[src/rtl/dcache_refill_ctrl.sv]
// Dcache miss engine: optional dirty-victim writeback over AXI W, then an
// 8-beat INCR line refill written word-by-word into the per-word data RAM banks.
module dcache_refill_ctrl #(
   parameter int         LINE_WORDS = 8,
   parameter logic [3:0] AXI_ID     = 4'd1
) (
   input  logic         clk,
   input  logic         rst,
   input  logic         miss_req,
   input  logic [31:0]  miss_addr,
   input  logic         miss_dirty,
   input  logic [19:0]  victim_tag,
   output logic         busy,
   output logic         refill_done,
   output logic [7:0]   ram_en,
   output logic [3:0]   ram_wen,
   output logic [31:0]  ram_addr,
   output logic [31:0]  ram_wdata,
   input  logic [255:0] ram_rdata,
   output logic [3:0]   arid,
   output logic [31:0]  araddr,
   output logic [7:0]   arlen,
   output logic [2:0]   arsize,
   output logic [1:0]   arburst,
   output logic         arvalid,
   input  logic         arready,
   input  logic [31:0]  rdata,
   input  logic         rlast,
   input  logic         rvalid,
   output logic         rready,
   output logic [3:0]   awid,
   output logic [31:0]  awaddr,
   output logic [7:0]   awlen,
   output logic [2:0]   awsize,
   output logic [1:0]   awburst,
   output logic         awvalid,
   input  logic         awready,
   output logic [31:0]  wdata,
   output logic [3:0]   wstrb,
   output logic         wlast,
   output logic         wvalid,
   input  logic         wready,
   input  logic         bvalid,
   output logic         bready
);

   localparam logic [2:0] LAST_WORD = 3'(LINE_WORDS - 1);

   typedef enum logic [3:0] {
      S_IDLE, S_WB_RD, S_WB_CAP, S_WB_AW, S_WB_W, S_WB_B, S_RF_AR, S_RF_R, S_DONE
   } state_t;

   state_t         state, state_nxt;
   logic [26:0]    line_base;
   logic [19:0]    tag;
   logic [255:0]   line_buf;
   logic [2:0]     cnt;

   // Byte offset within the line is irrelevant: every transfer is a whole line.
   logic unused_offset;
   assign unused_offset = ^miss_addr[4:0];

   always_ff @(posedge clk or posedge rst) begin
      if (rst) state <= S_IDLE;
      else     state <= state_nxt;
   end

   always_ff @(posedge clk or posedge rst) begin
      if (rst) begin
         line_base <= '0;
         tag       <= '0;
         line_buf  <= '0;
         cnt       <= '0;
      end else begin
         case (state)
            S_IDLE:   if (miss_req) begin
                         line_base <= miss_addr[31:5];
                         tag       <= victim_tag;
                      end
            S_WB_CAP: line_buf <= ram_rdata;
            S_WB_AW:  if (awready) cnt <= '0;
            S_WB_W:   if (wready)  cnt <= cnt + 3'd1;
            S_RF_AR:  if (arready) cnt <= '0;
            S_RF_R:   if (rvalid)  cnt <= cnt + 3'd1;
            default:  ;
         endcase
      end
   end

   always_comb begin
      state_nxt   = state;
      busy        = (state != S_IDLE);
      refill_done = 1'b0;
      ram_en      = '0;
      ram_wen     = '0;
      ram_addr    = '0;
      ram_wdata   = '0;
      arvalid     = 1'b0;
      rready      = 1'b0;
      awvalid     = 1'b0;
      wvalid      = 1'b0;
      wlast       = 1'b0;
      bready      = 1'b0;
      case (state)
         S_IDLE:   if (miss_req) state_nxt = miss_dirty ? S_WB_RD : S_RF_AR;
         S_WB_RD: begin
            ram_en    = 8'hff;
            ram_addr  = {line_base, 5'b0};
            state_nxt = S_WB_CAP;
         end
         // RAM read data is valid the cycle after the enable.
         S_WB_CAP: state_nxt = S_WB_AW;
         S_WB_AW: begin
            awvalid = 1'b1;
            if (awready) state_nxt = S_WB_W;
         end
         S_WB_W: begin
            wvalid = 1'b1;
            wlast  = (cnt == LAST_WORD);
            if (wready && wlast) state_nxt = S_WB_B;
         end
         S_WB_B: begin
            bready = 1'b1;
            if (bvalid) state_nxt = S_RF_AR;
         end
         S_RF_AR: begin
            arvalid = 1'b1;
            if (arready) state_nxt = S_RF_R;
         end
         S_RF_R: begin
            rready = 1'b1;
            if (rvalid) begin
               ram_en    = 8'b1 << cnt;
               ram_wen   = 4'hf;
               ram_wdata = rdata;
               ram_addr  = {line_base, cnt, 2'b00};
               // An early rlast truncates the line; the 8th beat ends it regardless.
               if (rlast || cnt == LAST_WORD) state_nxt = S_DONE;
            end
         end
         S_DONE: begin
            refill_done = 1'b1;
            state_nxt   = S_IDLE;
         end
         default: state_nxt = S_IDLE;
      endcase
   end

   assign wdata   = line_buf[{cnt, 5'b0} +: 32];
   assign wstrb   = 4'hf;
   assign arid    = AXI_ID;
   assign araddr  = {line_base, 5'b0};
   assign arlen   = 8'(LINE_WORDS - 1);
   assign arsize  = 3'd2;
   assign arburst = 2'b01;
   assign awid    = AXI_ID;
   assign awaddr  = {tag, line_base[6:0], 5'b0};
   assign awlen   = 8'(LINE_WORDS - 1);
   assign awsize  = 3'd2;
   assign awburst = 2'b01;

endmodule

[config.mk]
export PLATFORM = sky130hd
export DESIGN_NAME = dcache_refill_ctrl
export DESIGN_NICKNAME = d
export VERILOG_FILES = /design/src/rtl/dcache_refill_ctrl.sv
export SDC_FILE = /design/constraint.sdc
export NUM_CORES = 1
export LEC_CHECK = 0
export BUFFER_PORTS_ARGS = -buffer_cell sky130_fd_sc_hd__buf_2
export CAP_MARGIN = 20
export CORE_AREA = 3 3 220 222
export CTS_BUF_LIST = sky130_fd_sc_hd__clkbuf_16
export CTS_CLUSTER_SIZE = 12
export DETAILED_ROUTE_END_ITERATION = 10
export DIE_AREA = 0 0 223 225
export GPL_ROUTABILITY_DRIVEN = 0
export GPL_TIMING_DRIVEN = 0
export PLACE_DENSITY = 0.66
export SYNTH_ARGS = -nofsm -noshare
export SYNTH_HDL_FRONTEND = slang
export SYNTH_SLANG_ARGS = --single-unit
[constraint.sdc]
create_clock -name clk -period 24.4 [get_ports clk]
set_input_delay 3.66 -clock clk [delete_from_list [all_inputs] [get_ports clk]]
set_output_delay 3.66 -clock clk [all_outputs]
set_load 0.02 [all_outputs]
==> flow_summary.ini, run 1 <==
[logic_synthesis]
synth_edf_count = 0
synth_seq_cells = 310
syn_avg_cell_area_um2 = 14.15
ys_async_sr_fraction_pct = 100.0
yosysWarnings = 0
syn_inst = 1045
synth_seq_area_share_pct = 52.48
syn_area_um2 = 14780
synth_cell_types = 44
synth.largest_area_cell = dfrtp_1
yosysMostFrequentCell = dfrtp_1
synth_area_leaders = dfrtp_1 (52%), mux2_2 (22%), mux4_2 (9.8%)
ys.flop_type = dfrtp_1
yosysTopAreaCellShare_pct = 52.48
ys_top_cells_by_count = dfrtp_1 (310), mux2_2 (284), nand2_1 (99)

[clock_network]
cts_inserted_buffers = 36
post_cts_resized = 0
cts_tree = built
h-tree-depth = 2
cts.sinks = 310
clkLatencyLatePin_ns = 0.55
hold_buffers = 0
postCtsSetupBuffers = 0
clk_pin_slew_worst_paths_ns = 0.06
cts_root_buf = clkbuf_16
max-clock-path-buffers = 3

[global_route]
use_met3_pct = 4.650
grt_antenna_before_repair = 16
grt_busiest_layer = met2
grt_max_degree = 130
overflow = 0
grt.met2_usage_pct = 34.55
grt_pass1_wl_um = 71830
grtUsageMet1_pct = 22.25
grt_pass1_vias = 11550
grtUsageTotal_pct = 19.03

[critical_path]
cp_num_cells = 7
path_class = in2out
cp-start-kind = input port
critical_path.top_delay_family = simple AND/OR/NAND/NOR gates
worstPathMaxFanout = 10
required_ns = 20.74
reg2reg_slack_ns = 21.85
endpoint_kind = output port
cp_num_buf_inv = 4
crit_top_cell = buf_2
crit_arrival_ns = 5.32
crit_chain = buf_2 -> clkbuf_1 -> and2_1 -> nor2_4 -> buf_2 -> nor2b_1 -> buf_2
r2r_cells = 5
r2r-end = cnt[2]
slowest_delay_ns = 0.52
slowest_stage = and2_1
r2r-start = cnt[2]
timing.critical_path.to = ram_addr[24]
cp-startpoint = rvalid

[drt]
wirelength_um = 49540
ant_nets = 0
drc_errors = 0
wl_per_cell_um = 21.69
vias = 10950
drt_iter0_markers = 554
first_pass_iters = 5
via_per_inst = 4.796

[die]
start_util_pct = 31.75
die_area_um2 = 50180
core-area_um2 = 46560
ioPinCount = 568
rows = 79
die_w_um = 223
die_h_um = 225

[sta]
rsz0062_at_grt = no
period_needed_ns = 8.981
slew_headroom_pct = 47.22
finalMaxSlewViolations = 0
hold_viol_final = 0
setup_tns_ns = 0
fin_skew_ns = 0.01809
max_freq_mhz = 111.3
fin_crit_sh_pct = 36.81
setup_viol = 0
worstMarginPinSlew_ns = 0.7917

[flow_run]
cap_viol_max_count = 0

[cells_and_area]
area_growth_pct = 31.82
final_layout_size_suffix_gt1_share_pct = 62.24
final_util_pct = 41.86
fin_cells = 2284
nFillCells = 4434
final_area_um2 = 19490
nNetsFinal = 2001

[placement]
portBuffers = 512
dp.cells = 2214
dpl_cell_area_um2 = 18350
dpl.hpwl_um = 39180

[power]
fin_total_pwr_w = 0.002721
ir_worst_vdd_mv = 0.06572
p_leak_nw = 9.484
power_density_nw_per_um2 = 139.6

[hold_path]
hold_class = reg2reg

[status]
status = completed
## area by class of cell
type	count	area [µm²]	share of cell area, %
Antenna cell	6	15.01	0.07705
Buffer	131	852.1	4.372
Clock buffer	37	925.9	4.751
Clock inverter	27	198.9	1.021
Inverter	5	26.28	0.1348
Multi-Input combinational cell	647	6335	32.51
Sequential cell	310	7757	39.81
Tap cell	607	759.5	3.897
Timing Repair Buffer	514	2618	13.43
## layout by cell type (no fill, tap or decap), types with 5 or more instances in the layout
cell       netlist  routed
inv_1            4      11
dfrtp_1        310     310
buf_4           86      86
a21o_1           9       9
ha_1             6       6
mux4_2          64      64
clkbuf_1        13      13
nor2b_1         27      27
buf_2           24     536
buf_1            7       7
mux2_1          19      19
and3_1          36      36
nor3_1           5       5
nand2_1         99      99
diode_2          0       6
conb_1           2      50
nor2_1          11      11
mux2_2         284     284
clkinv_2         0       7
clkinv_1         1       8
clkbuf_16        0      37
## routing by layer
layer  share of wire [%]  vias up
met3                 7.1       77
met4                 2.4       12
met5                0.16        -
met1                  38     5586
met2                  52      461
li1                    -     4818
## sequential cells by signal (all words and copies together), names as in the netlist
| signal | cells |
|---|---|
| line_buf | 256 |
| line_base | 27 |
| tag | 20 |
| state | 4 |
| cnt | 3 |
## per-stage QoR
stage	setup slack, ns	hold WS (ns)
2_1_floorplan	12.17	0.4524
3_3_place_gp	8.761	0.4642
3_5_place_dp	15.33	0.4716
4_1_cts	15.33	0.4841
5_1_grt	15.28	0.4920
6_report	15.42	0.4838
## cell families after synthesis
| logic type | after synthesis | synth area share, % |
|---|---|---|
| flip-flops | 310 | 52.48 |
| AO/OA/AOI/OAI | 24 | 1.422 |
| adder cells (fa/ha/maj) | 6 | 0.5078 |
| multiplexers | 368 | 32.90 |
| other | 2 | 0.05080 |
| buffers and inverters | 136 | 5.891 |
| AND/OR/NAND/NOR | 199 | 6.754 |
## how the worst min path moves through the flow
stage | slack, ns | from | cells after the start | end
2_1_floorplan | 0.45 | line_buf[64] | 1 | line_buf[64]
3_3_place_gp | 0.46 | line_buf[64] | 1 | line_buf[64]
3_5_place_dp | 0.47 | line_buf[64] | 1 | line_buf[64]
4_1_cts | 0.48 | line_buf[64] | 1 | line_buf[64]
5_1_grt | 0.49 | line_buf[64] | 1 | line_buf[64]
6_report | 0.48 | line_buf[64] | 1 | line_buf[64]
## power by group
| group | internal [W] | switching (W) |
|---|---|---|
| sequential | 0.000784 | 0.000145 |
| clock | 0.000299 | 0.000223 |
| combinational | 0.000636 | 0.000634 |
| total | 0.00172 | 0.00100 |
Power figures use the tool's default switching activity.
==> inputs of run 2 (changes only) <==
Clock period 24.4 ns to 8.55 ns, I/O delays scaled along.
==> flow_summary.ini, run 2 (synthesized netlist as in run 1, its figures left out) <==
[power]
fin_total_pwr_w = 0.007746
intPower_w = 0.004886
pwr-share-clk_pct = 18.9
swShare_pct = 36.93
pwr-share-comb_pct = 46.9
power_switching_w = 0.002861
seqPwrFrac_pct = 34.2
power_density_nw_per_um2 = 395.7
p_leak_nw = 9.500
ir_worst_vdd_mv = 0.2233

[global_route]
grt_max_degree = 43
overflow = 0
grtUsageTotal_pct = 19.50
grt_pass1_wl_um = 73780
grt_antenna_before_repair = 30
grt_pass1_vias = 11800

[sta]
finalMaxSlewViolations = 0
max_freq_mhz = 229.1
setup_viol = 0
fin_skew_ns = 0.02137
rsz0062_at_grt = no
period_needed_ns = 4.365
worstMarginPinSlew_ns = 0.8362
slew_headroom_pct = 44.25
holdWs_ns = 0.4836
fin_crit_sh_pct = 51.06
setup_tns_ns = 0
hold_viol_final = 0

[cells_and_area]
largest-register = line_buf
nNetsFinal = 2007
nFillCells = 4401
final_cell_mix = buf_2 (536), dfrtp_1 (310), mux2_2 (284)
final_common_cell = buf_2
reg_top3 = line_buf: 256 flops, line_base: 27 flops, tag: 20 flops
final_util_pct = 42.05
final_layout_size_suffix_gt1_share_pct = 62.34
area_growth_pct = 32.42
largest_reg_flops = 256

[hold_path]
hold_class = reg2reg

[drt]
vias = 10990
met3_length_um = 3614
top_layer_used = met5
ant_nets = 0
wirelength_um = 50310
drt_iter0_markers = 482
wl_met1_um = 19110
first_pass_iters = 4
met2RoutedLength_um = 26040
via_per_inst = 4.785
wl_per_cell_um = 21.90
drc_errors = 0

[clock_network]
clk_pin_slew_worst_paths_ns = 0.06
cts_root_buf = clkbuf_16
postCtsSetupBuffers = 0
h-tree-depth = 2
cts.sinks = 310
post_cts_resized = 0
cts_tree = built
max-clock-path-buffers = 3
clkLatencyLatePin_ns = 0.56
hold_buffers = 0
cts_inserted_buffers = 36

[critical_path]
cp-startpoint = cnt[1]
path_class = reg2out
reg2reg_slack_ns = 5.94
worstPathMaxFanout = 10
endpoint_kind = output port
r2r_cells = 5
timing.critical_path.to = wdata[11]
r2r-start = cnt[2]
crit_arrival_ns = 3.08
cp-start-kind = flop
r2r-end = cnt[2]
required_ns = 7.27

[die]
die_area_um2 = 50180
die_w_um = 223
ioPinCount = 568
rows = 79
start_util_pct = 31.75
core-area_um2 = 46560
die_h_um = 225

[flow_run]
cap_viol_max_count = 0

[placement]
portBuffers = 512
dpl.hpwl_um = 39840

[status]
status = completed
[run 2: stage by stage]
stage	instances	setup WS [ns]	instance area [µm²]
floorplan	1093	3.141	14970
global placement	2212	1.249	18290
detailed placement	2220	4.210	18450
CTS	2280	4.103	19530
global route	2293	3.967	19570
finish	2297	4.185	19580
[run 2: metal layers]
metal  vias up  global-route usage (%)
met5         -                       0
met4        20                   7.055
met3       114                   5.106
met2       437                   34.84
met1      5580                   22.61
li1       4841                       -
[run 2: how the worst min path moves through the flow]
| stage | start | to | cells past startpoint |
|---|---|---|---|
| floorplan | line_buf[64] | line_buf[64] | 1 |
| global placement | line_buf[70] | line_buf[70] | 1 |
| detailed placement | line_buf[70] | line_buf[70] | 1 |
| CTS | line_buf[70] | line_buf[70] | 1 |
| global route | line_buf[70] | line_buf[70] | 1 |
| finish | line_buf[58] | line_buf[58] | 1 |
[run 2: layout make-up]
cell class | count | area, µm² | area share, %
well taps | 607 | 759.5 | 3.880
inverters | 5 | 22.52 | 0.1151
clock inverters | 24 | 182.7 | 0.9332
repair buffers | 520 | 2723 | 13.91
diodes | 17 | 42.54 | 0.2173
plain buffers | 131 | 852.1 | 4.353
clock buffers | 36 | 900.9 | 4.602
multi-input cells | 647 | 6335 | 32.36
flip-flops and latches | 310 | 7757 | 39.63
[run 2: power by group through the flow]
stage	sequential [W]	clock [W]	combinational, W
3_5_place_dp	0.00266	0	0.00368
6_report	0.00265	0.00147	0.00363
2_1_floorplan	0.00266	0	0.00250
3_3_place_gp	0.00262	0	0.00360
5_1_grt	0.00274	0.00157	0.00391
4_1_cts	0.00265	0.00151	0.00369
[run 2: critical path, stage by stage (launching register included)]
cell     delay (ns)
dfrtp_1        0.58
buf_2          0.43
buf_1          0.67
mux4_2         0.45
nand2_1        0.14
nand2_1        0.09
buf_2          0.17
